===== src/rtl/stack_flow_ctrl.sv =====
`default_nettype none
// =============================================================================
// Module   : stack_flow_ctrl
// Brief    : CALL/RET/INT/RTI sequencer moving a 32-bit PC through a 16-bit
//            data-memory port. Optional macro STACK_FLOW_CCR_SAVE_EN adds CCR
//            push on INT and CCR pop on RTI.
// Revision : 1.0
// =============================================================================
module stack_flow_ctrl #(
    parameter int          ADDR_W     = 12,
    parameter logic [31:0] INT_VECTOR = 32'h0000_0000
) (
    input  logic              clk,
    input  logic              reset,
    input  logic              call_req,
    input  logic              ret_req,
    input  logic              rti_req,
    input  logic              int_req,
    input  logic [31:0]       pc_in,
    input  logic [15:0]       call_target,
    input  logic [31:0]       sp_in,
    input  logic [4:0]        ccr_in,
    input  logic [15:0]       mem_rdata,
    output logic              mem_en,
    output logic              mem_rw,
    output logic [ADDR_W-1:0] mem_addr,
    output logic [15:0]       mem_wdata,
    output logic              stall,
    output logic              pc_wr,
    output logic [31:0]       pc_out,
    output logic              sp_wr,
    output logic [31:0]       sp_out,
    output logic              ccr_wr,
    output logic [4:0]        ccr_out,
    output logic              busy
);

    typedef enum logic [3:0] {
        IDLE, PUSH_HI, PUSH_LO, PUSH_CCR, POP_CCR, POP_LO, POP_HI, CAPT, FINISH
    } state_t;

    state_t      state;
    logic        pending;
    logic        is_int;
    logic [31:0] sp_lat;
    logic [15:0] pc_lo_lat;
    logic [15:0] tgt_lat;
    logic [15:0] lo_cap;

    logic int_any;
    logic any_req;
    assign int_any = int_req | pending;
    assign any_req = int_any | rti_req | ret_req | call_req;

    assign busy  = (state != IDLE);
    assign stall = busy | ((state == IDLE) & any_req);

    // Address offsets are taken on the low bits only; modular arithmetic keeps them exact.
    logic [ADDR_W-1:0] a_in, a_in_p1, a_lat_m1, a_lat_p2;
    assign a_in     = sp_in[ADDR_W-1:0];
    assign a_in_p1  = a_in + ADDR_W'(1);
    assign a_lat_m1 = sp_lat[ADDR_W-1:0] - ADDR_W'(1);
    assign a_lat_p2 = sp_lat[ADDR_W-1:0] + ADDR_W'(2);

    logic [31:0] push_pc;
    assign push_pc = is_int ? INT_VECTOR : {16'h0000, tgt_lat};

`ifdef STACK_FLOW_CCR_SAVE_EN
    logic              is_rti;
    logic [4:0]        ccr_lat;
    logic [4:0]        ccr_cap;
    logic [ADDR_W-1:0] a_lat_m2, a_lat_p3;
    assign a_lat_m2 = sp_lat[ADDR_W-1:0] - ADDR_W'(2);
    assign a_lat_p3 = sp_lat[ADDR_W-1:0] + ADDR_W'(3);
`else
    logic unused_ccr;
    assign unused_ccr = ^ccr_in;
    assign ccr_wr     = 1'b0;
    assign ccr_out    = 5'd0;
`endif

    always_ff @(posedge clk) begin
        if (reset) begin
            state     <= IDLE;
            pending   <= 1'b0;
            is_int    <= 1'b0;
            sp_lat    <= '0;
            pc_lo_lat <= '0;
            tgt_lat   <= '0;
            lo_cap    <= '0;
            mem_en    <= 1'b0;
            mem_rw    <= 1'b0;
            mem_addr  <= '0;
            mem_wdata <= '0;
            pc_wr     <= 1'b0;
            pc_out    <= '0;
            sp_wr     <= 1'b0;
            sp_out    <= '0;
`ifdef STACK_FLOW_CCR_SAVE_EN
            is_rti    <= 1'b0;
            ccr_lat   <= '0;
            ccr_cap   <= '0;
            ccr_wr    <= 1'b0;
            ccr_out   <= '0;
`endif
        end else begin
            mem_en    <= 1'b0;
            mem_rw    <= 1'b0;
            mem_addr  <= '0;
            mem_wdata <= '0;
            pc_wr     <= 1'b0;
            pc_out    <= '0;
            sp_wr     <= 1'b0;
            sp_out    <= '0;
`ifdef STACK_FLOW_CCR_SAVE_EN
            ccr_wr    <= 1'b0;
            ccr_out   <= '0;
`endif
            if (int_req) pending <= 1'b1;

            case (state)
                IDLE: if (any_req) begin
                    sp_lat    <= sp_in;
                    pc_lo_lat <= pc_in[15:0];
                    tgt_lat   <= call_target;
                    pending   <= 1'b0;
                    is_int    <= int_any;
                    mem_en    <= 1'b1;
`ifdef STACK_FLOW_CCR_SAVE_EN
                    ccr_lat   <= ccr_in;
                    is_rti    <= rti_req & ~int_any;
`endif
                    if (int_any || !(rti_req || ret_req)) begin
                        state     <= PUSH_HI;
                        mem_rw    <= 1'b1;
                        mem_addr  <= a_in;
                        mem_wdata <= pc_in[31:16];
                    end else begin
                        mem_addr  <= a_in_p1;
`ifdef STACK_FLOW_CCR_SAVE_EN
                        state     <= rti_req ? POP_CCR : POP_LO;
`else
                        state     <= POP_LO;
`endif
                    end
                end
                PUSH_HI: begin
                    state     <= PUSH_LO;
                    mem_en    <= 1'b1;
                    mem_rw    <= 1'b1;
                    mem_addr  <= a_lat_m1;
                    mem_wdata <= pc_lo_lat;
                end
                PUSH_LO: begin
`ifdef STACK_FLOW_CCR_SAVE_EN
                    if (is_int) begin
                        state     <= PUSH_CCR;
                        mem_en    <= 1'b1;
                        mem_rw    <= 1'b1;
                        mem_addr  <= a_lat_m2;
                        mem_wdata <= {11'h000, ccr_lat};
                    end else begin
                        state  <= FINISH;
                        pc_wr  <= 1'b1;
                        pc_out <= push_pc;
                        sp_wr  <= 1'b1;
                        sp_out <= sp_lat - 32'd2;
                    end
`else
                    state  <= FINISH;
                    pc_wr  <= 1'b1;
                    pc_out <= push_pc;
                    sp_wr  <= 1'b1;
                    sp_out <= sp_lat - 32'd2;
`endif
                end
`ifdef STACK_FLOW_CCR_SAVE_EN
                PUSH_CCR: begin
                    state  <= FINISH;
                    pc_wr  <= 1'b1;
                    pc_out <= push_pc;
                    sp_wr  <= 1'b1;
                    sp_out <= sp_lat - 32'd3;
                end
                POP_CCR: begin
                    state    <= POP_LO;
                    mem_en   <= 1'b1;
                    mem_addr <= a_lat_p2;
                end
`endif
                POP_LO: begin
                    state    <= POP_HI;
                    mem_en   <= 1'b1;
`ifdef STACK_FLOW_CCR_SAVE_EN
                    // RTI: the CCR word read in POP_CCR arrives now.
                    if (is_rti) ccr_cap <= mem_rdata[4:0];
                    mem_addr <= is_rti ? a_lat_p3 : a_lat_p2;
`else
                    mem_addr <= a_lat_p2;
`endif
                end
                POP_HI: begin
                    state  <= CAPT;
                    lo_cap <= mem_rdata;
                end
                CAPT: begin
                    state  <= FINISH;
                    pc_wr  <= 1'b1;
                    pc_out <= {mem_rdata, lo_cap};
                    sp_wr  <= 1'b1;
`ifdef STACK_FLOW_CCR_SAVE_EN
                    sp_out  <= sp_lat + (is_rti ? 32'd3 : 32'd2);
                    ccr_wr  <= is_rti;
                    ccr_out <= is_rti ? ccr_cap : 5'd0;
`else
                    sp_out <= sp_lat + 32'd2;
`endif
                end
                FINISH:  state <= IDLE;
                default: state <= IDLE;
            endcase
        end
    end

endmodule
`default_nettype wire


===== config.mk =====
export PLATFORM = sky130hd
export DESIGN_NAME = stack_flow_ctrl
export DESIGN_NICKNAME = d
export VERILOG_FILES = /design/src/rtl/stack_flow_ctrl.sv
export SDC_FILE = /design/constraint.sdc
export NUM_CORES = 1
export LEC_CHECK = 0
export CORE_ASPECT_RATIO = 2
export CORE_MARGIN = 2
export CORE_UTILIZATION = 45
export DETAILED_ROUTE_END_ITERATION = 16
export PLACE_DENSITY = 0.88
export SYNTH_ARGS = -nofsm -noshare
export SYNTH_HDL_FRONTEND = slang
export SYNTH_SLANG_ARGS = --single-unit

===== constraint.sdc =====
create_clock -name clk -period 3.6 [get_ports clk]
set_input_delay 0.72 -clock clk [delete_from_list [all_inputs] [get_ports clk]]
set_output_delay 0.72 -clock clk [all_outputs]
set_load 0.005 [all_outputs]

==> report_table.html <==
<table>
<tr><th>Metric</th><th>Value</th></tr>
<tr><th colspan="2">Outcome</th></tr>
<tr><td>Result of the run</td><td>complete, no violations</td></tr>
<tr><th colspan="2">Detailed routing</th></tr>
<tr><td>DR vias/cell</td><td>5.59</td></tr>
<tr><td>DRC violation count after routing</td><td>0</td></tr>
<tr><td>Wirelength per Cell</td><td>~17 µm</td></tr>
<tr><td>Total routed wirelength</td><td>23700 µm</td></tr>
<tr><td>1st-iter DRT viols</td><td>446</td></tr>
<tr><td>Iteration count of the initial detailed-routing pass</td><td>6</td></tr>
<tr><td>Count of nets left with antenna violations after detail routing</td><td>0</td></tr>
<tr><td>Total via count in the routed design</td><td>7865</td></tr>
<tr><th colspan="2">Pwr</th></tr>
<tr><td>Proportion of power drawn by the clock network</td><td>27.0%</td></tr>
<tr><td>Leak Pwr</td><td>4.35 nW</td></tr>
<tr><td>Power density over the cells</td><td>between 600 and 700 mW/mm²</td></tr>
<tr><td>Part of the power in combinational logic</td><td>39.4%</td></tr>
<tr><td>Switching power total</td><td>2.72 mW</td></tr>
<tr><td>Switching share of power</td><td>a little over a third</td></tr>
<tr><td>Sequential fraction of design power</td><td>33.6%</td></tr>
<tr><td>Worst VDD drop</td><td>0.343 mV</td></tr>
<tr><td>Internal Power</td><td>about 4.7 mW</td></tr>
<tr><td>Pwr Total</td><td>7.42 mW</td></tr>
<tr><th colspan="2">STA</th></tr>
<tr><td>Highest attainable clock frequency</td><td>0.301 GHz</td></tr>
<tr><td>Final worst path period need</td><td>3.33 ns</td></tr>
<tr><td>Clock tree skew after final layout</td><td>0.0127 ns</td></tr>
<tr><td>Slew headroom</td><td>24.5%</td></tr>
<tr><td>Setup total negative slack</td><td>0 ns</td></tr>
<tr><td>Number of setup violations in the final report</td><td>0</td></tr>
<tr><td>Post-route setup slack</td><td>0.273 ns</td></tr>
<tr><td>Hold slack</td><td>0.456 ns</td></tr>
<tr><td>Slew at the pin closest to its max-slew limit</td><td>between 1 and 1.5 ns</td></tr>
<tr><td>Share of the clock period used by the worst path after layout</td><td>92.4%</td></tr>
<tr><td>Setup repair after global routing missed its margin</td><td>false</td></tr>
<tr><td>Final Max Tran Viols</td><td>0</td></tr>
<tr><td>Hold violation total from the final report</td><td>0</td></tr>
<tr><th colspan="2">Worst setup path</th></tr>
<tr><td>CP cell instances</td><td>nand2b_1 &gt; or2_2 &gt; buf_4 &gt; ha_1 &gt; a211oi_1 &gt; o21bai_1 &gt; o31ai_1 &gt; buf_4 &gt; nand2_1 &gt; o21ai_0 &gt; a211o_1 &gt; mux2i_1</td></tr>
<tr><td>Top cell family by delay on the critical path</td><td>compound AO/OA/AOI/OAI gates</td></tr>
<tr><td>Critical Path Max Stage Delay</td><td>0.50 ns</td></tr>
<tr><td>Standard cell with the maximum stage delay on the critical path</td><td>dfxtp_1</td></tr>
<tr><td>RR Startpoint</td><td>state[1]$_SDFFE_PP0P_</td></tr>
<tr><td>Critical path startpoint</td><td>state[1]$_SDFFE_PP0P_</td></tr>
<tr><td>Top fanout value on the critical path</td><td>23</td></tr>
<tr><td>Nature of the critical path endpoint</td><td>register</td></tr>
<tr><td>Worst EP arrival</td><td>approximately 3.7 ns</td></tr>
<tr><td>Number of buffers and inverters on the critical path</td><td>2</td></tr>
<tr><td>Kind of critical path</td><td>reg -&gt; reg</td></tr>
<tr><td>Launching element type of the critical path</td><td>register</td></tr>
<tr><td>Cell repeated most along the worst path</td><td>buf_4</td></tr>
<tr><td>Required @ worst endpoint</td><td>3.97 ns</td></tr>
<tr><th colspan="2">GRT</th></tr>
<tr><td>Overflow after GRT</td><td>0</td></tr>
<tr><td>Global-route wire length before repair</td><td>38100 µm</td></tr>
<tr><td>Number of antenna violations at the first check in global routing</td><td>0</td></tr>
<tr><td>Maximum number of pins on one net before global-route repair</td><td>65</td></tr>
<tr><td>Vias in the first global route</td><td>7897</td></tr>
<tr><td>Total track usage</td><td>24.5%</td></tr>
<tr><th colspan="2">Clock tree</th></tr>
<tr><td>Clock tree buffer depth</td><td>2</td></tr>
<tr><td>TritonCTS Buffers</td><td>17</td></tr>
<tr><td>Latest clock arrival within the worst-skew pair</td><td>about 0.44 ns</td></tr>
<tr><td>Number of clock sinks</td><td>181</td></tr>
<tr><td>Cells resized by post-CTS repair</td><td>0</td></tr>
<tr><td>Clock slew at reported path FFs</td><td>0.08 ns</td></tr>
<tr><td>H-tree lvl count</td><td>4</td></tr>
<tr><td>Number of setup buffers added after CTS</td><td>0</td></tr>
<tr><td>Root cell of the clock tree</td><td>clkbuf_16</td></tr>
<tr><td>Number of buffers inserted for hold repair after clock tree synthesis</td><td>0</td></tr>
<tr><td>Clock tree from TritonCTS</td><td>built</td></tr>
<tr><th colspan="2">Placed design</th></tr>
<tr><td>Pre-CTS setup slack</td><td>0.328 ns</td></tr>
<tr><td>HPWL Detailed</td><td>roughly 17000 µm</td></tr>
<tr><td>Weighted congestion reported at the end of routability-driven placement</td><td>0.928</td></tr>
<tr><td>Number of placed instances with taps included</td><td>1376</td></tr>
<tr><td>PortBufs</td><td>199</td></tr>
<tr><th colspan="2">Cells and area</th></tr>
<tr><td># diodes</td><td>0</td></tr>
<tr><td>Filler instances</td><td>roughly 1600</td></tr>
<tr><td>Register Area</td><td>roughly 0.0036 mm²</td></tr>
<tr><td>P&amp;R area growth vs syn</td><td>32.7%</td></tr>
<tr><td>Layout cells sized above 1</td><td>~6.2%</td></tr>
<tr><td>Final standard cell count with taps included and fillers excluded</td><td>about 1400</td></tr>
<tr><td>Layout net count</td><td>1324</td></tr>
<tr><td>Combined area of the multi-input logic cells</td><td>roughly 0.0044 mm²</td></tr>
<tr><th colspan="2">Job</th></tr>
<tr><td>Max Cap Violations</td><td>0</td></tr>
<tr><th colspan="2">Logic synthesis</th></tr>
<tr><td>Synthesized area</td><td>0.00834 mm²</td></tr>
<tr><td>Main flop type after synthesis</td><td>dfxtp_1</td></tr>
<tr><td>Post-synthesis async set-or-reset flop share</td><td>0%</td></tr>
<tr><td>Post-synth EDFFs</td><td>0</td></tr>
<tr><td>Distinct cell type count after synthesis</td><td>70</td></tr>
<tr><td>Post-Syn Instances</td><td>1009</td></tr>
<tr><td>Sequential element share of the synthesized area</td><td>between 40 and 50%</td></tr>
<tr><td>Yosys warns</td><td>0</td></tr>
<tr><td>Average instance area after synthesis</td><td>8.27 µm²</td></tr>
<tr><td>Register bit count reported by yosys</td><td>about 180</td></tr>
<tr><th colspan="2">Worst hold path</th></tr>
<tr><td>Worst hold path class</td><td>reg -&gt; reg</td></tr>
<tr><td>Min-Delay Startpoint</td><td>tgt_lat[14]$_SDFFE_PP0P_</td></tr>
<tr><th colspan="2">Die</th></tr>
<tr><td>Chip Width</td><td>100 µm</td></tr>
<tr><td>Initial core utilization</td><td>45.8%</td></tr>
<tr><td>Placement Rows</td><td>70</td></tr>
<tr><td>Die Ht</td><td>197 µm</td></tr>
<tr><td>Number of top-level pins</td><td>between 200 and 250</td></tr>
<tr><td>Die area</td><td>~0.020 mm²</td></tr>
<tr><td>Core Box Area</td><td>0.0182 mm²</td></tr>
</table>
-- final cells by class --
class / count / share of cell area, %
multi-input cells: 746 / 39.3
flip-flops and latches: 181 / 32.7
repair buffers: 217 / 19.3
clock buffers: 17 / 3.84
well taps: 216 / 2.44
clock inverters: 15 / 1.89
inverters: 16 / 0.542
-- power groups by stage --
stage          Combinational, mW  Clock [mW]  Sequential, mW
6_report                    2.92        2.00            2.49
5_1_grt                     3.23        2.11            2.52
4_1_cts                     2.91        2.03            2.49
3_5_place_dp                2.89           0            2.53
3_3_place_gp                2.83           0            2.52
2_1_floorplan               2.03           0            2.46
-- Yosys cell counts, types with 3 or more instances --
library cell / number / area share [%]
nand2_1: 209 / 9.4
a211o_1: 3 / 0.31
mux2i_1: 6 / 0.72
and3_1: 9 / 0.67
clkbuf_1: 30 / 1.3
nor2_1: 80 / 3.6
inv_1: 14 / 0.63
or3_1: 4 / 0.30
a21o_1: 12 / 1.1
o31ai_1: 6 / 0.54
o211ai_1: 4 / 0.36
o221ai_1: 3 / 0.31
clkbuf_2: 3 / 0.18
o21bai_1: 4 / 0.36
nor2b_1: 5 / 0.37
a22oi_1: 36 / 3.2
xor2_1: 9 / 0.94
a31oi_1: 9 / 0.67
ha_1: 37 / 5.5
nand3_1: 15 / 0.90
xnor2_1: 21 / 2.2
o21ai_1: 5 / 0.30
dfxtp_1: 181 / 43
and2_1: 22 / 1.6
nor3b_1: 6 / 0.54
buf_4: 13 / 1.2
o21ai_0: 24 / 1.4
a211oi_1: 6 / 0.54
buf_2: 21 / 1.3
a221oi_1: 3 / 0.31
nand4_1: 7 / 0.52
nand2b_1: 10 / 0.75
nor4_2: 3 / 0.45
buf_1: 3 / 0.13
nor3_1: 18 / 1.1
a21oi_1: 122 / 7.3
-- cells in the final DEF, fill, tap and decap left out, drive strengths merged, types with 5 or more instances in the layout --
master         instances
nand2                209
clkdlybuf4s50        198
dfxtp                181
a21oi                122
nor2                  83
ha                    37
a22oi                 36
o21ai                 29
inv                   23
and2                  22
xnor2                 21
buf                   19
nor3                  18
clkbuf                17
nand3                 15
a21o                  12
nand2b                10
and3                   9
xor2                   9
a31oi                  9
nand4                  7
o31ai                  6
a211oi                 6
mux2i                  6
nor3b                  6
conb                   6
nor4                   6
a21boi                 6
nor2b                  5
clkinv                 5
-- per-stage QoR --
| step | utilization [%] | cell area [µm²] |
|---|---|---|
| 2_1_floorplan | - | 8360 |
| 3_3_place_gp | 57.3 | 10400 |
| 3_5_place_dp | 57.3 | 10400 |
| 4_1_cts | 60.8 | 11100 |
| 5_1_grt | 60.8 | 11100 |
| 6_report | 60.8 | 11100 |
-- registers in the layout, summed over array words and instances (netlist names), 4 cells and up --
signal     flops
pc_lo_lat     16
mem_addr      12
sp_lat        32
lo_cap        16
state          4
mem_wdata     16
tgt_lat       16
sp_out        32
pc_out        32
-- worst min-delay path: cells and delay by family (launching register included) --
family / cells / cell delay (ns)
compound gates: 1 / 0.05
flops: 1 / 0.31
simple gates: 1 / 0.05
-- kinds of logic after synthesis --
group / synth area share (%)
xor+xnor: 3.15
buf+inv: 4.95
flops: 43.4
other cells: 0.0449
compound gates: 19.8
mux: 0.855
fa+ha+maj: 5.79
simple gates: 22.0
-- metal layers --
layer  share of wire (%)  global-route usage, %  vias up
li1                    -                      -     3824
met2                  54                   45.4      300
met5                   0                      0        -
met3                 4.6                   4.82       81
met4                 5.9                   16.0        0
met1                  35                   24.0     3660
-- final timing paths --
| check | slack [ns] | cells after the start | to |
|---|---|---|---|
| max | 0.27 | 12 | sp_out[30]$_SDFF_PP0_ |
| min | 0.46 | 2 | tgt_lat[14]$_SDFFE_PP0P_ |
| max reg2reg | 0.27 | 12 | sp_out[30]$_SDFF_PP0_ |
| min reg2reg | 0.46 | 2 | tgt_lat[14]$_SDFFE_PP0P_ |
Power figures use the tool's default switching activity.
==> edit: new RTL, same flow settings <==
Set the parameter `ADDR_W` to 13 (it was 12).
--- a/src/rtl/stack_flow_ctrl.sv
+++ b/src/rtl/stack_flow_ctrl.sv
@@ -7,7 +7,7 @@
 // Revision : 1.0
 // =============================================================================
 module stack_flow_ctrl #(
-    parameter int          ADDR_W     = 12,
+    parameter int          ADDR_W     = 13,
     parameter logic [31:0] INT_VECTOR = 32'h0000_0000
 ) (
     input  logic              clk,
Ports: changed (resized mem_addr); port bits go from 211 to 212. No check against the original RTL was run, so the function may have changed too.
==> edit against the unedited design <==
Non-clock buffer count grew 1; first-iteration DRC count down 17%; highest routed layer unchanged; final area down 0.71%; setup slack got worse by 96 ps; sequential cell count grew 1; die area fell by 0.99%; synthesized area decreased by 1.0%; power fell by 2.7%; routed wire length rose by 0.90%; critical path depth fell by 1; clock power is 7% lower; final cell count grew 0.43%; critical endpoint is now sp_out[31]; hold slack lost 2.0 ps.
==> edit: results (changes against the unedited design) <==
Route
  – Met3 WL: 1270 µm (was 1090 µm)
  – Starting DRC count in detailed routing: 372 (was 446)
  – Wirelength per Cell: 16.9 µm (was 16.8 µm)
  – Final wirelength: 23900 µm (was 23700 µm)
  – Metal-1 WL: 8120 µm (was 8290 µm)
  – Pre-antenna DRT Iters: 7 (was 6)
  – Vias per Instance: 5.65 (was 5.59)
  – DR WL met2: 13100 µm (was 12900 µm)

Placement
  – Post-Place Cell Area: 10400 µm² (about the same)
  – Placed insts: 1381 (was 1376)
  – Worst Setup Slack post-DPL: 208 ps (was 328 ps)
  – Input/output buffers: 200 (was 199)
  – Routability cong.: 0.935 (was 0.928)

STA
  – Clock skew: 9.17 ps (was 12.7 ps)
  – Slew margin rel.: 22.2% (was 24.5%)

Worst setup path
  – FF-to-FF End: sp_out[31] (was sp_out[30])
  – Worst R2R Path Depth: 11 (was 12)
  – Crit path arrival time: 3730 ps (was 3700 ps)
  – R2r startpoint: state[2] (was state[1])
  – CP max stage delay: 460 ps (was 500 ps)
  – CP max FO: 27 (was 23)

Synthesis
  – Post-synth top cells: 203 x nand2_1, 182 x dfxtp_1, 121 x a21oi_1 (was 209 x nand2_1, 181 x dfxtp_1, 122 x a21oi_1)
  – Distinct cell type count of the synthesized netlist: 63 (was 70)
  – Synth top area cells: dfxtp_1 44%, nand2_1 9.2%, a21oi_1 7.3% (was dfxtp_1 43%, nand2_1 9.4%, a21oi_1 7.3%)
  – Synth Area in XOR/XNOR: 3.92% (was 3.15%)
  – Adder-cell share of the synthesized area: 5.85% (was 5.79%)
  – Complex-gate fraction of the synthesized area: 19.5% (was 19.8%)
  – Post-synthesis area per instance: 8.15 µm² (was 8.27 µm²)
  – Register area share after synthesis: 44.1% (was 43.4%)

GRT
  – Initial antenna violation count: 2 (was 0)
  – Met1 Use GR: 23.2% (was 24.0%)
  – Largest net degree at the start of global routing: 104 (was 65)
  – Global-route wire length before repair: 37800 µm (was 38100 µm)
  – Grt met2 use: 46.0% (was 45.4%)
  – Tot GR Track Use: 24.6% (was 24.5%)
  – Grt met3 use: 5.01% (was 4.82%)

Clock network
  – Clk slew on worst S/H paths: 70 ps

Status
  – Outcome: finished, final reports clean (unchanged)

Min path
  – Min-delay src: pc_lo_lat[9] (was tgt_lat[14])
  – WHS Endpoint: pc_lo_lat[9] (was tgt_lat[14])

Finish
  – Fraction of layout cells with a size suffix above 1: 5.43% (was 6.21%)
  – Nets@finish: 1329 (was 1324)
  – Layout filler cell count: 1492 (was 1557)

Power
  – Flop pwr share: 34.6% (was 33.6%)
  – Pwr Total: 7.22 mW (was 7.42 mW)
  – Leakage: 4.28 nW (was 4.35 nW)
  – Clk pwr share: 25.8% (was 27.0%)
edit: cell types whose count changed after synthesis, sizes merged, moves of 6 or more:
cell    delta
nor3b      -6
nor2      +20
buf       -17
nand4      +7
nand2      -6
clkbuf    +18
o21a       +8
xor2       +9
o21ai     -10
edit: area by class of cell:
class	count	area (µm²)	share of cell area, %
Multi-Input combinational cell	748	4290	39.0
Sequential cell	182	3640	33.1
Timing Repair Buffer	218	2130	19.4
Clock buffer	20	467	4.24
Tap cell	216	270	2.46
Clock inverter	11	123	1.12
Inverter	17	63.8	0.580
Antenna cell	2	5.00	0.0455
edit: worst max-delay path by stage:
stage	from	end	slack (ps)	cells after the start
detailed placement	state[2]	sp_out[28]	210	11
global placement	state[2]	sp_out[28]	280	11
global route	state[2]	sp_out[28]	7	10
finish	state[2]	sp_out[31]	180	11
CTS	state[2]	sp_out[28]	190	11
floorplan	state[2]	sp_out[29]	20	13
